[config.mk]
export PLATFORM = sky130hd
export DESIGN_NAME = pe_seq_ctrl_flat
export DESIGN_NICKNAME = d
export VERILOG_FILES = /design/src/rtl/pe_seq_ctrl_if.sv /design/src/rtl/pe_seq_ctrl.sv /design/src/flat_wrapper.sv
export SDC_FILE = /design/constraint.sdc
export NUM_CORES = 1
export LEC_CHECK = 0
export ABC_AREA = 1
export BUFFER_PORTS_ARGS = -buffer_cell sky130_fd_sc_hd__buf_2
export CAP_MARGIN = 20
export CORE_MARGIN = 5
export CORE_UTILIZATION = 43
export CTS_BUF_LIST = sky130_fd_sc_hd__clkbuf_8
export DETAILED_ROUTE_END_ITERATION = 10
export GPL_TIMING_DRIVEN = 0
export HOLD_SLACK_MARGIN = 0.06
export PLACE_DENSITY = 0.7
export SETUP_SLACK_MARGIN = 0.2
export SLEW_MARGIN = 10
export SYNTH_ARGS = -nofsm -noshare
export SYNTH_HDL_FRONTEND = slang
export SYNTH_SLANG_ARGS = --single-unit
[constraint.sdc]
create_clock -name i_clk -period 2.9 [get_ports i_clk]
set_input_delay 0.29 -clock i_clk [delete_from_list [all_inputs] [get_ports i_clk]]
set_output_delay 0.29 -clock i_clk [all_outputs]
set_load 0.01 [all_outputs]
[src/rtl/pe_seq_ctrl_if.sv]
// pe_seq_ctrl_if: sequencer-to-tile bus (wmem read, weight/bias strobes, pmem ports).
// master = sequencer, slave = PE tile datapath.
interface pe_seq_ctrl_if #(
  parameter int PMEM_ADDR_WIDTH = 8,
  parameter int WMEM_ADDR_WIDTH = 7
);
  logic [WMEM_ADDR_WIDTH-1:0] wmem_rd_addr;
  logic                       update_wgt;
  logic                       update_bias;
  logic                       bias_sel;
  logic [2:0]                 wgt_shift;
  logic                       pmem_wr_en;
  logic [PMEM_ADDR_WIDTH-1:0] pmem_wr_addr0;
  logic [PMEM_ADDR_WIDTH-1:0] pmem_wr_addr1;
  logic [PMEM_ADDR_WIDTH-1:0] pmem_rd_addr0;
  logic [PMEM_ADDR_WIDTH-1:0] pmem_rd_addr1;

  modport master (
    output wmem_rd_addr, update_wgt, update_bias, bias_sel,
    output wgt_shift, pmem_wr_en,
    output pmem_wr_addr0, pmem_wr_addr1,
    output pmem_rd_addr0, pmem_rd_addr1
  );

  modport slave (
    input wmem_rd_addr, update_wgt, update_bias, bias_sel,
    input wgt_shift, pmem_wr_en,
    input pmem_wr_addr0, pmem_wr_addr1,
    input pmem_rd_addr0, pmem_rd_addr1
  );
endinterface

[src/rtl/pe_seq_ctrl.sv]
// pe_seq_ctrl: job sequencer for one PE tile (weight load, shift steps, psum writes).
// Optional PE_SEQ_STALL_EN adds i_stall, which pauses COMPUTE.
module pe_seq_ctrl #(
  parameter int PMEM_ADDR_WIDTH = 8,
  parameter int WMEM_ADDR_WIDTH = 7,
  parameter int PASS_WIDTH      = 8
) (
  input  logic                       i_clk,
  input  logic                       i_rst_n,
`ifdef PE_SEQ_STALL_EN
  input  logic                       i_stall,
`endif
  input  logic                       i_start,
  input  logic [1:0]                 i_mode,
  input  logic [PASS_WIDTH-1:0]      i_num_pass,
  input  logic [WMEM_ADDR_WIDTH-1:0] i_wmem_base,
  input  logic [PMEM_ADDR_WIDTH-1:0] i_pmem_base,
  output logic                       o_busy,
  output logic                       o_done,
  pe_seq_ctrl_if.master              tile
);

  typedef enum logic [2:0] {
    IDLE,
    LOAD_W,
    LATCH_W,
    COMPUTE,
    DONE
  } state_t;

  state_t state_q;
  state_t state_d;

  logic [2:0]                 step_q;
  logic [2:0]                 last_step_q;
  logic [PASS_WIDTH-1:0]      pass_q;
  logic [PASS_WIDTH-1:0]      last_pass_q;
  logic [WMEM_ADDR_WIDTH-1:0] wbase_q;
  logic [PMEM_ADDR_WIDTH-1:0] pbase_q;
  logic [WMEM_ADDR_WIDTH-1:0] wmem_addr_q;

  logic                       stall;
  logic                       step_end;
  logic                       pass_end;
  logic                       accept;
  logic [WMEM_ADDR_WIDTH-1:0] wmem_now;
  logic [PMEM_ADDR_WIDTH-1:0] addr0;
  logic [PMEM_ADDR_WIDTH-1:0] addr1;

`ifdef PE_SEQ_STALL_EN
  assign stall = i_stall;
`else
  assign stall = 1'b0;
`endif

  assign accept   = (state_q == IDLE) && i_start;
  assign step_end = (step_q == last_step_q);
  assign pass_end = (pass_q == last_pass_q);
  assign wmem_now = wbase_q + WMEM_ADDR_WIDTH'(pass_q);
  assign addr0    = pbase_q + PMEM_ADDR_WIDTH'({step_q, 1'b0});
  assign addr1    = addr0 + PMEM_ADDR_WIDTH'(1);

  // state register
  always_ff @(posedge i_clk or negedge i_rst_n) begin
    if (!i_rst_n) state_q <= IDLE;
    else          state_q <= state_d;
  end

  // job parameters, step/pass counters, held wmem address
  always_ff @(posedge i_clk or negedge i_rst_n) begin
    if (!i_rst_n) begin
      step_q      <= '0;
      last_step_q <= '0;
      pass_q      <= '0;
      last_pass_q <= '0;
      wbase_q     <= '0;
      pbase_q     <= '0;
      wmem_addr_q <= '0;
    end else begin
      if (accept) begin
        last_step_q <= {1'b0, i_mode} + 3'd2;
        last_pass_q <= (i_num_pass == '0) ? '0
                     : i_num_pass - PASS_WIDTH'(1);
        wbase_q     <= i_wmem_base;
        pbase_q     <= i_pmem_base;
        pass_q      <= '0;
        step_q      <= '0;
      end
      if (state_q == LOAD_W) wmem_addr_q <= wmem_now;
      if (state_q == COMPUTE && !stall) begin
        if (step_end) begin
          step_q <= '0;
          if (!pass_end) pass_q <= pass_q + PASS_WIDTH'(1);
        end else begin
          step_q <= step_q + 3'd1;
        end
      end
    end
  end

  // next state and Moore outputs
  always_comb begin
    state_d            = state_q;
    o_busy             = (state_q != IDLE);
    o_done             = 1'b0;
    tile.wmem_rd_addr  = wmem_addr_q;
    tile.update_wgt    = 1'b0;
    tile.update_bias   = 1'b0;
    tile.bias_sel      = 1'b0;
    tile.wgt_shift     = '0;
    tile.pmem_wr_en    = 1'b0;
    tile.pmem_wr_addr0 = '0;
    tile.pmem_wr_addr1 = '0;
    tile.pmem_rd_addr0 = '0;
    tile.pmem_rd_addr1 = '0;
    unique case (state_q)
      IDLE: begin
        if (i_start) state_d = LOAD_W;
      end
      LOAD_W: begin
        tile.wmem_rd_addr = wmem_now;
        tile.update_bias  = (pass_q == '0);
        state_d           = LATCH_W;
      end
      LATCH_W: begin
        tile.update_wgt = 1'b1;
        state_d         = COMPUTE;
      end
      COMPUTE: begin
        tile.wgt_shift     = step_q;
        tile.pmem_wr_en    = !stall;
        tile.pmem_wr_addr0 = addr0;
        tile.pmem_wr_addr1 = addr1;
        tile.pmem_rd_addr0 = addr0;
        tile.pmem_rd_addr1 = addr1;
        tile.bias_sel      = (pass_q != '0);
        if (!stall && step_end)
          state_d = pass_end ? DONE : LOAD_W;
      end
      DONE: begin
        o_done  = 1'b1;
        state_d = IDLE;
      end
      default: state_d = IDLE;
    endcase
  end

endmodule

[src/flat_wrapper.sv]
// flat-port wrapper written by rule: the top's interface ports become plain ports
module pe_seq_ctrl_flat 
#(
  parameter int PMEM_ADDR_WIDTH = 8,
  parameter int WMEM_ADDR_WIDTH = 7,
  parameter int PASS_WIDTH      = 8
)
  (i_clk, i_rst_n, i_start, i_mode, i_num_pass, i_wmem_base, i_pmem_base, o_busy, o_done, tile_wmem_rd_addr, tile_update_wgt, tile_update_bias, tile_bias_sel, tile_wgt_shift, tile_pmem_wr_en, tile_pmem_wr_addr0, tile_pmem_wr_addr1, tile_pmem_rd_addr0, tile_pmem_rd_addr1);
  pe_seq_ctrl_if #(.PMEM_ADDR_WIDTH(PMEM_ADDR_WIDTH), .WMEM_ADDR_WIDTH(WMEM_ADDR_WIDTH)) tile_i ();
  input  logic i_clk;
  input  logic i_rst_n;
  input  logic i_start;
  input  logic [1:0] i_mode;
  input  logic [PASS_WIDTH-1:0] i_num_pass;
  input  logic [WMEM_ADDR_WIDTH-1:0] i_wmem_base;
  input  logic [PMEM_ADDR_WIDTH-1:0] i_pmem_base;
  output logic o_busy;
  output logic o_done;
  output wire logic [$bits(tile_i.wmem_rd_addr)-1:0] tile_wmem_rd_addr;
  output wire logic [$bits(tile_i.update_wgt)-1:0] tile_update_wgt;
  output wire logic [$bits(tile_i.update_bias)-1:0] tile_update_bias;
  output wire logic [$bits(tile_i.bias_sel)-1:0] tile_bias_sel;
  output wire logic [$bits(tile_i.wgt_shift)-1:0] tile_wgt_shift;
  output wire logic [$bits(tile_i.pmem_wr_en)-1:0] tile_pmem_wr_en;
  output wire logic [$bits(tile_i.pmem_wr_addr0)-1:0] tile_pmem_wr_addr0;
  output wire logic [$bits(tile_i.pmem_wr_addr1)-1:0] tile_pmem_wr_addr1;
  output wire logic [$bits(tile_i.pmem_rd_addr0)-1:0] tile_pmem_rd_addr0;
  output wire logic [$bits(tile_i.pmem_rd_addr1)-1:0] tile_pmem_rd_addr1;
  assign tile_wmem_rd_addr = tile_i.wmem_rd_addr;
  assign tile_update_wgt = tile_i.update_wgt;
  assign tile_update_bias = tile_i.update_bias;
  assign tile_bias_sel = tile_i.bias_sel;
  assign tile_wgt_shift = tile_i.wgt_shift;
  assign tile_pmem_wr_en = tile_i.pmem_wr_en;
  assign tile_pmem_wr_addr0 = tile_i.pmem_wr_addr0;
  assign tile_pmem_wr_addr1 = tile_i.pmem_wr_addr1;
  assign tile_pmem_rd_addr0 = tile_i.pmem_rd_addr0;
  assign tile_pmem_rd_addr1 = tile_i.pmem_rd_addr1;
  pe_seq_ctrl #(.PMEM_ADDR_WIDTH(PMEM_ADDR_WIDTH), .WMEM_ADDR_WIDTH(WMEM_ADDR_WIDTH), .PASS_WIDTH(PASS_WIDTH)) u_core (.i_clk(i_clk), .i_rst_n(i_rst_n), .i_start(i_start), .i_mode(i_mode), .i_num_pass(i_num_pass), .i_wmem_base(i_wmem_base), .i_pmem_base(i_pmem_base), .o_busy(o_busy), .o_done(o_done), .tile(tile_i));
endmodule
Word level (Yosys, flattened, before mapping)
Index checks and enable logic that the tools add are counted.
{ "op_classes": {"mux": 21, "add_sub_neg": 7, "n_eq_ne": 8, "n_reduce_logical": 8} }
{ "op_table": {"columns": ["operator", "count"], "rows": [
  ["$mux 8", 7],
  ["$mux 3", 7],
  ["$add 8x1->8 const B", 2],
  ["$logic_not 8->1", 2],
  ["$pmux 3 s4", 1],
  ["$add 8x4->8", 1],
  ["$eq 8x8->1", 1],
  ["$reduce_bool 8->1", 1],
  ["$sub 8x1->8 const B", 1],
  ["$add 7x7->7", 1],
  ["$mux 7", 1],
  ["$eq 3x2->1 const B", 2],
  ["$mux 1", 5],
  ["$add 2x2->3 const B", 1],
  ["$add 3x1->3 const B", 1],
  ["$eq 3x1->1 const B", 1],
  ["$eq 3x3->1", 1],
  ["$eq 3x3->1 const B", 1],
  ["$logic_not 3->1", 1],
  ["$reduce_bool 3->1", 1],
  ["$ne 2x1->1 const B", 1],
  ["$ne 2x2->1 const B", 1],
  ["$reduce_and 2->1", 1],
  ["$reduce_bool 2->1", 1],
  ["$logic_and 1x1->1", 1]
]} }
{ "word_totals": {"output_inout_bits": 48, "regBits": 47, "elab_cells": 52, "in_bits": 28} }

Longest topological paths before layout
Gate-level depths: netlist of run 1.
{ "logic_depth": {"word_depth": 6, "depth_mapped": 12, "ltp_nobuf": 11} }

Least setup slack after synthesis of run 1
No wires, ideal clock.
{ "synth_path": {"kind": "register to output", "start": "register u_core.step_q[0]", "end": "output tile_pmem_wr_addr1[5]", "required_ns": 2.610, "stages_incl_launch_ff": 10, "path_buffers": 1, "arrival_ns": 1.982, "slack_ns": 0.628, "path_cell_list": "dfrtp_1 > ha_1 > fa_1 > nand2_1 > nand2_1 > nand2_1 > xor2_1 > o21ai_0 > a21oi_1 > buf_4"} }
{ "synth_via": {"elab_chain_cells": 3} }
{ "synth_rtl": {"columns": ["element", "line", "text"], "rows": [
  ["start: declaration", "pe_seq_ctrl.sv:34", "logic [2:0] step_q;"],
  ["start signal: assignment", "pe_seq_ctrl.sv:95", "step_q <= step_q + 3'd1;"],
  ["$add 8x4->8", "pe_seq_ctrl.sv:60", "assign addr0 = pbase_q + PMEM_ADDR_WIDTH'({step_q, 1'b0});"],
  ["$add 8x1->8", "pe_seq_ctrl.sv:61", "assign addr1 = addr0 + PMEM_ADDR_WIDTH'(1);"],
  ["$mux 8", null, null],
  ["end: declaration", "flat_wrapper.sv:26", "output wire logic [$bits(tile_i.pmem_wr_addr1)-1:0] tile_pmem_wr_addr1;"]
]} }
No other way between the ends.

Worst setup path in the final report of run 1
{ "layout_path": {"start": "register u_core.pbase_q[1]", "end": "output tile_pmem_wr_addr1[7]"} }
{ "layout_via": {"elab_chain_cells": 3} }
{ "layout_rtl": {"columns": ["element", "line", "text"], "rows": [
  ["start: declaration", "pe_seq_ctrl.sv:39", "logic [PMEM_ADDR_WIDTH-1:0] pbase_q;"],
  ["start signal: assignment", "pe_seq_ctrl.sv:85", "pbase_q <= i_pmem_base;"],
  ["$add 8x4->8", "pe_seq_ctrl.sv:60", null],
  ["$add 8x1->8", "pe_seq_ctrl.sv:61", null],
  ["$mux 8", "pe_seq_ctrl.sv:116", "unique case (state_q)"]
]} }
No other way between the ends.

==> flow_metrics.env, run 1 <==
export IMPL_synth_warning_count=0
export IMPL_grt_usage_pct=17.51
export IMPL_dpl_hpwl_um=5884
export IMPL_vias_per_cell=4.750
export IMPL_grt_pass1_wl_um=12750
export IMPL_regToRegStartpoint="u_core.pass_q[0]$_DFF_PN0_"
export IMPL_tns_ns=0
export IMPL_grt_max_degree=48
export IMPL_synth_cell_type_count=34
export IMPL_clk_pin_slew_ns=0.09
export IMPL_gp_congestion=0.8610
export IMPL_worst_setup_path_start_kind="flip-flop"
export IMPL_rows=31
export IMPL_drtIter0Drc=103
export IMPL_cp_arrival_ns=2.32
export IMPL_clock_latency_ns=0.30
export IMPL_hp_class="in2reg"
export IMPL_cp_max_fo=4
export IMPL_cts_made_buffers=5
export IMPL_synth_top_area_share_pct=36.70
export IMPL_synthCells=437
export IMPL_holdWs_ns=0.1837
export IMPL_ys_top_cells_by_area="dfrtp_1 (37%), nand2_1 (17%), inv_1 (5.6%), ha_1 (5.5%), nand3_1 (5.2%)"
export IMPL_clock_fmax_ghz=0.3837
export IMPL_relSlewSlack_pct=64.43
export IMPL_required_ns=2.61
export IMPL_ys_seq_elements=47
export IMPL_fillerInstances=698
export IMPL_grt_setup_unrepaired="true"
export IMPL_clk_root_buffer_cell="clkbuf_8"
export IMPL_fin_skew_ns=0.009323
export IMPL_grt_pass1_vias=2831
export IMPL_maxCapViolations=0
export IMPL_cts_htree_levels=2
export IMPL_cpMostUsedCell="nand2_2"
export IMPL_antenna_cells=0
export IMPL_power_density_nw_per_um2=1162
export IMPL_post_place_cells=611
export IMPL_cts_tree="yes"
export IMPL_final_area_um2=3925
export IMPL_worstMarginPinSlew_ns=0.5335
export IMPL_leakage_uw=0.002201
export IMPL_synth_xor_area_share_pct=4.373
export IMPL_syn_nets=481
export IMPL_grt_ovfl_total=0
export IMPL_timing_final_crit_share_pct=89.88
export IMPL_finalPower_uw=4561
export IMPL_wl_per_cell_um=12.14
export IMPL_ir_worst_vdd_v=0.0003481
export IMPL_hold_viol_final=0
export IMPL_antenna_found_initial=0
export IMPL_fp_dieH_um=96.33
export IMPL_cp_slowest_cell="dfrtp_1"
export IMPL_drv_slew=0
export IMPL_crit_type="reg2out"
export IMPL_area_growth_pct=22.49
export IMPL_seq_area_um2=1176
export IMPL_clockBufferDepth=2
export IMPL_cts_num_sinks=47
export IMPL_placed_area_um2=3704
export IMPL_synth_compound_area_share_pct=5.896
export IMPL_path_cells="ha_4, fa_2, nand2_2, nand2_2, nand2_2, xor2_2, buf_4, nor2_2, nand3_1, nand2_1, buf_4, buf_2"
export IMPL_end_kind="output pin"
export IMPL_io_buffers=75
export IMPL_holdCritStartpoint="i_wmem_base[1]"
export IMPL_critPathMaxStageDelay_ns=0.43
export IMPL_finalWirelength_um=7563
export IMPL_min_period_ns=2.607
export IMPL_yosysSeqAreaShare_pct=36.70
export IMPL_synth_top_family_by_area="simple AND/OR/NAND/NOR gates"
export IMPL_crit_start="u_core.pbase_q[1]$_DFFE_PN0P_"
export IMPL_drc=0
export IMPL_die_w_um=96.33
export IMPL_synthAdderAreaFrac_pct=6.716
export IMPL_multi_input_area_um2=1689
export IMPL_synth_mux_area_share_pct=0
export IMPL_setup_viol=0
export IMPL_ioPinCount=76
export IMPL_outcome="finished, final reports clean"
export IMPL_dieArea_um2=9279
export IMPL_netlist_area_um2=3204
export IMPL_drive_gt1_share_pct=28.05
export IMPL_fin_nets=567
export IMPL_drt_pass1_iterations=4
export IMPL_via_count=2959
export IMPL_synth_top_area_cell="dfrtp_1"
export IMPL_core_area_um2=7253
export IMPL_syn_avg_cell_area_um2=7.333
export IMPL_start_util_pct=44.18
export IMPL_yosys_area_share_simple_pct=33.97
export IMPL_final_cell_count_no_fill=623
export IMPL_ant_nets=0
-- synthesized netlist by cell type (all sizes together) --
| cell type | number |
|---|---|
| a21oi | 8 |
| and2 | 2 |
| buf | 25 |
| dfrtp | 47 |
| fa | 2 |
| ha | 14 |
| inv | 57 |
| nand2 | 149 |
| nand3 | 37 |
| nand3b | 5 |
| nand4 | 5 |
| nor2 | 35 |
| nor3 | 6 |
| o21ai | 20 |
| o21bai | 1 |
| o22ai | 6 |
| or2 | 2 |
| xnor2 | 12 |
| xor2 | 4 |
-- final timing paths --
kind,depth (start not counted),to,slack [ns]
min in group asynchronous,2,u_core.last_pass_q[1]$_DFFE_PN0P_,0.50
max reg2reg,7,u_core.wmem_addr_q[4]$_DFF_PN0_,1.15
min reg2reg,2,u_core.wmem_addr_q[5]$_DFF_PN0_,0.48
max in group asynchronous,3,u_core.pbase_q[7]$_DFFE_PN0P_,1.89
min,3,u_core.wbase_q[1]$_DFFE_PN0P_,0.18
max,12,tile_pmem_wr_addr1[7],0.29
-- cells in the final DEF, fill, tap and decap left out, types with 2 or more instances in the layout --
cell type	n
a21oi_1	7
and2_1	2
buf_1	2
buf_2	79
buf_4	18
buf_6	3
clkbuf_8	5
dfrtp_1	47
ha_1	13
inv_1	48
inv_2	9
nand2_1	142
nand2_2	6
nand3_1	32
nand3_2	3
nand3_4	2
nand3b_1	4
nand4_1	5
nor2_1	27
nor2_2	4
nor2_4	4
nor3_1	5
o21ai_0	18
o22ai_1	6
xnor2_1	12
xor2_1	2
xor2_2	2
-- layer usage --
| metal | up-vias | global-route usage, % | wire (µm) |
|---|---|---|---|
| met1 | 1363 | 22.24 | 3411 |
| met3 | 8 | 3.597 | 347 |
| met2 | 58 | 30.76 | 3743 |
| met4 | 0 | 3.505 | 61 |
| li1 | 1530 | - | - |
| met5 | - | 0 | 0 |
-- flip-flops by register name, summed over array words and instances, names as in the netlist --
signal              count
u_core.wbase_q          7
u_core.step_q           3
u_core.wmem_addr_q      7
u_core.last_step_q      3
u_core.last_pass_q      8
u_core.state_q          3
u_core.pass_q           8
u_core.pbase_q          8
-- logic make-up after synthesis --
logic type      after synthesis
fa+ha+maj                    16
flops                        47
compound gates               35
xor+xnor                     16
buf+inv                      82
simple gates                241
-- final cells by class --
type | count | area share (%)
Timing Repair Buffer | 79 | 10.90
Sequential cell | 47 | 29.97
Clock buffer | 5 | 1.753
Inverter | 57 | 5.451
Buffer | 25 | 4.622
Tap cell | 99 | 3.156
Multi-Input combinational cell | 308 | 43.03
Clock inverter | 3 | 1.116
-- critical path, delay by kind of cell (launching register included) --
family	cells	cell delay (ns)
AND/OR/NAND/NOR	6	0.39
adder cells (fa/ha/maj)	2	0.60
buffers and inverters	3	0.40
flip-flops	1	0.43
XOR/XNOR	1	0.19
-- metrics by stage --
stage	util [%]	worst slack, ns
final	54.11	0.2935
after global routing	54.11	0.1365
after detailed placement	51.06	0.4382
after global placement	51.06	0.4974
after CTS	52.82	0.2047
after floorplan	-	0.6281
-- report_power, final --
part	internal, µW	leakage [µW]	switching (µW)	total [µW]
sequential	941	0.000582	261	1200
clock	257	0.0000581	229	486
combinational	1270	0.00156	1600	2870
total	2470	0.00220	2090	4560
-- timing repair --
| action | CTS | global route |
|---|---|---|
| cloned | 0 | 0 |
| resized for setup | 1 | 13 |
| setup buffers | 1 | 1 |
| pin swaps | 1 | 4 |
| endpoints found under the setup margin | 3 | 6 |
| endpoints found under the hold margin | 0 | 21 |
| hold buffers | 0 | 1 |
Power figures use the tool's default switching activity.
==> run 2: changes to the inputs <==
--- a/config.mk
+++ b/config.mk
@@ -12,7 +12,6 @@
 export CORE_UTILIZATION = 43
 export CTS_BUF_LIST = sky130_fd_sc_hd__clkbuf_8
 export DETAILED_ROUTE_END_ITERATION = 10
-export GPL_TIMING_DRIVEN = 0
 export HOLD_SLACK_MARGIN = 0.06
 export PLACE_DENSITY = 0.7
 export SETUP_SLACK_MARGIN = 0.2
==> run 2 against run 1 <==
  * Critical path depth down 2
  * Design area fell by 5.4%
  * Hold slack about the same
  * Clock-buffer cell count is the same
  * Critical path type unchanged
  * Critical endpoint is now tile_pmem_rd_addr1[7]
  * Largest cell class unchanged
  * Highest routed layer unchanged
==> flow_metrics.env, run 2 (synthesis gave the netlist of run 1 again) <==
export IMPL_outcome="finished, final reports clean"
export IMPL_power_share_clock_pct=10.9
export IMPL_regToRegStartpoint="u_core.pass_q[0]$_DFF_PN0_"
export IMPL_cts_made_buffers=5
export IMPL_min_period_ns=2.513
export IMPL_leakage_uw=0.002091
export IMPL_fin_util_pct=51.22
export IMPL_worst_setup_path_start_kind="flip-flop"
export IMPL_clockBufferDepth=2
export IMPL_post_place_cells=588
export IMPL_met3_length_um=488
export IMPL_vias_per_cell=4.760
export IMPL_hold_viol_final=0
export IMPL_drv_slew=0
export IMPL_fin_skew_ns=0.002672
export IMPL_dieArea_um2=9279
export IMPL_finalPower_uw=4197
export IMPL_power_density_nw_per_um2=1130
export IMPL_placed_area_um2=3537
export IMPL_fp_dieH_um=96.33
export IMPL_ant_nets=0
export IMPL_grt_ovfl_total=0
export IMPL_gp_congestion=0.8273
export IMPL_layout_common_cells="nand2_1 (146), buf_2 (75), inv_1 (49)"
export IMPL_final_cell_count_no_fill=601
export IMPL_finalWirelength_um=7098
export IMPL_holdCritStartpoint="i_wmem_base[4]"
export IMPL_rows=31
export IMPL_relSlewSlack_pct=76.10
export IMPL_core_area_um2=7253
export IMPL_switching_share_pct=47.01
export IMPL_grt_setup_unrepaired="false"
export IMPL_grt_max_degree=48
export IMPL_setup_viol=0
export IMPL_cts_num_sinks=47
export IMPL_required_ns=2.61
export IMPL_layout_commonest_cell="nand2_1"
export IMPL_hold_end="u_core.wbase_q[4]$_DFFE_PN0P_"
export IMPL_dr_max_layer_used="met4"
export IMPL_antenna_found_initial=0
export IMPL_cp_arrival_ns=2.22
export IMPL_crit_type="reg2out"
export IMPL_clock_fmax_ghz=0.3979
export IMPL_regToRegSetupSlack_ns=1.11
export IMPL_dpl_hpwl_um=5483
export IMPL_grt_usage_pct=16.11
export IMPL_end_kind="output pin"
export IMPL_worstMarginPinSlew_ns=0.3584
export IMPL_tns_ns=0
export IMPL_r2r_end="u_core.wmem_addr_q[4]$_DFF_PN0_"
export IMPL_final_area_um2=3715
export IMPL_internal_power_uw=2224
export IMPL_cts_tree="yes"
export IMPL_power_switching_uw=1973
export IMPL_timing_final_crit_share_pct=86.65
export IMPL_hp_class="in2reg"
export IMPL_maxCapViolations=0
export IMPL_grt_pass1_vias=2750
export IMPL_grt_pass1_wl_um=11830
export IMPL_drc=0
export IMPL_cpMostUsedCell="nand2_1"
export IMPL_area_growth_pct=15.93
export IMPL_met1_length_um=3054
export IMPL_fin_nets=546
export IMPL_critPathMaxStageDelay_ns=0.57
export IMPL_via_count=2861
export IMPL_ir_worst_vdd_v=0.0002755
export IMPL_drt_pass1_iterations=4
export IMPL_r2r_cells=7
export IMPL_io_buffers=75
export IMPL_cp_slowest_cell="fa_2"
export IMPL_power_frac_seq_pct=28.5
export IMPL_hold_depth=3
export IMPL_path_cells="ha_1, fa_2, nand3_1, nor2_1, nand2_1, nor2_2, nand2_1, nand2_1, nand2_1, buf_2"
export IMPL_clk_root_buffer_cell="clkbuf_8"
export IMPL_antenna_cells=0
export IMPL_ioPinCount=76
export IMPL_cp_max_fo=4
export IMPL_wl_per_cell_um=11.81
export IMPL_largestRegisters="u_core.last_pass_q (8), u_core.pass_q (8), u_core.pbase_q (8)"
export IMPL_clk_pin_slew_ns=0.08
export IMPL_die_w_um=96.33
export IMPL_start_util_pct=44.18
export IMPL_routed_wl_met2_um=3449
export IMPL_clock_latency_ns=0.30
export IMPL_drtIter0Drc=122
export IMPL_cts_htree_levels=2
export IMPL_drive_gt1_share_pct=23.31
export IMPL_power_frac_comb_pct=60.5
==> run 2: cell types whose count changed in the layout (fill, tap and decap cells not counted), moves of 2 or more <==
cell / delta
buf_1: -2
buf_2: -4
buf_4: -12
buf_6: -3
nand2_1: +4
nand2_2: -4
==> run 2: metal layers <==
metal / global-route usage (%) / vias up
li1: - / 1486
met1: 20.13 / 1300
met2: 27.54 / 68
met3: 3.753 / 7
met4: 4.907 / 0
met5: 0 / -
==> run 2: final cells by class <==
class,count,area (µm²)
Fill cell,713,3538
Tap cell,99,123.9
Multi-Input combinational cell,308,1648
Timing Repair Buffer,83,450.4
Sequential cell,47,1176
Clock inverter,2,33.78
Inverter,57,214.0
Clock buffer,5,68.82
==> run 2: power groups by stage <==
stage          Sequential (µW)  Combinational (µW)  Clock (µW)
2_1_floorplan             1140                1980           0
3_3_place_gp              1200                2420           0
3_5_place_dp              1210                2470           0
4_1_cts                   1200                2480         470
5_1_grt                   1240                2900         499
6_report                  1200                2540         459
==> run 2: critical path, delay by kind of cell, from the launching register on <==
kind / cells / cell delay, ns
adders and majority gates: 2 / 0.80
buffers and inverters: 1 / 0.14
and+or+nand+nor: 7 / 0.59
DFF: 1 / 0.39
==> run 2: how the worst max path moves through the flow <==
stage                                       end  slack (ns)                           from  depth (start not counted)
after floorplan           tile_pmem_wr_addr1[5]        0.63   u_core.step_q[0]$_DFFE_PN0P_                          9
after detailed placement  tile_pmem_rd_addr1[6]        0.62   u_core.step_q[0]$_DFFE_PN0P_                         12
final                     tile_pmem_rd_addr1[7]        0.39  u_core.pbase_q[1]$_DFFE_PN0P_                         10
after CTS                 tile_pmem_rd_addr1[6]        0.28   u_core.step_q[0]$_DFFE_PN0P_                         12
after global placement    tile_pmem_rd_addr1[5]        0.68   u_core.step_q[0]$_DFFE_PN0P_                          9
after global routing      tile_pmem_rd_addr1[6]        0.20  u_core.pbase_q[1]$_DFFE_PN0P_                         12
==> run 2: repair_timing <==
| action | CTS | global route |
|---|---|---|
| gates resized for setup | 0 | 4 |
| endpoints found under the setup margin | 0 | 6 |
| setup buffers | 0 | 4 |
| hold endpoints to repair | 0 | 10 |
| hold buffers | 0 | 1 |
==> run 2: per-stage QoR <==
| step | setup WS [ns] | hold slack, ns |
|---|---|---|
| global placement | 0.6824 | 0.4563 |
| detailed placement | 0.6227 | 0.4606 |
| finish | 0.3870 | 0.1839 |
| CTS | 0.2844 | 0.1746 |
| global route | 0.1972 | 0.1861 |
| floorplan | 0.6281 | -0.005591 |
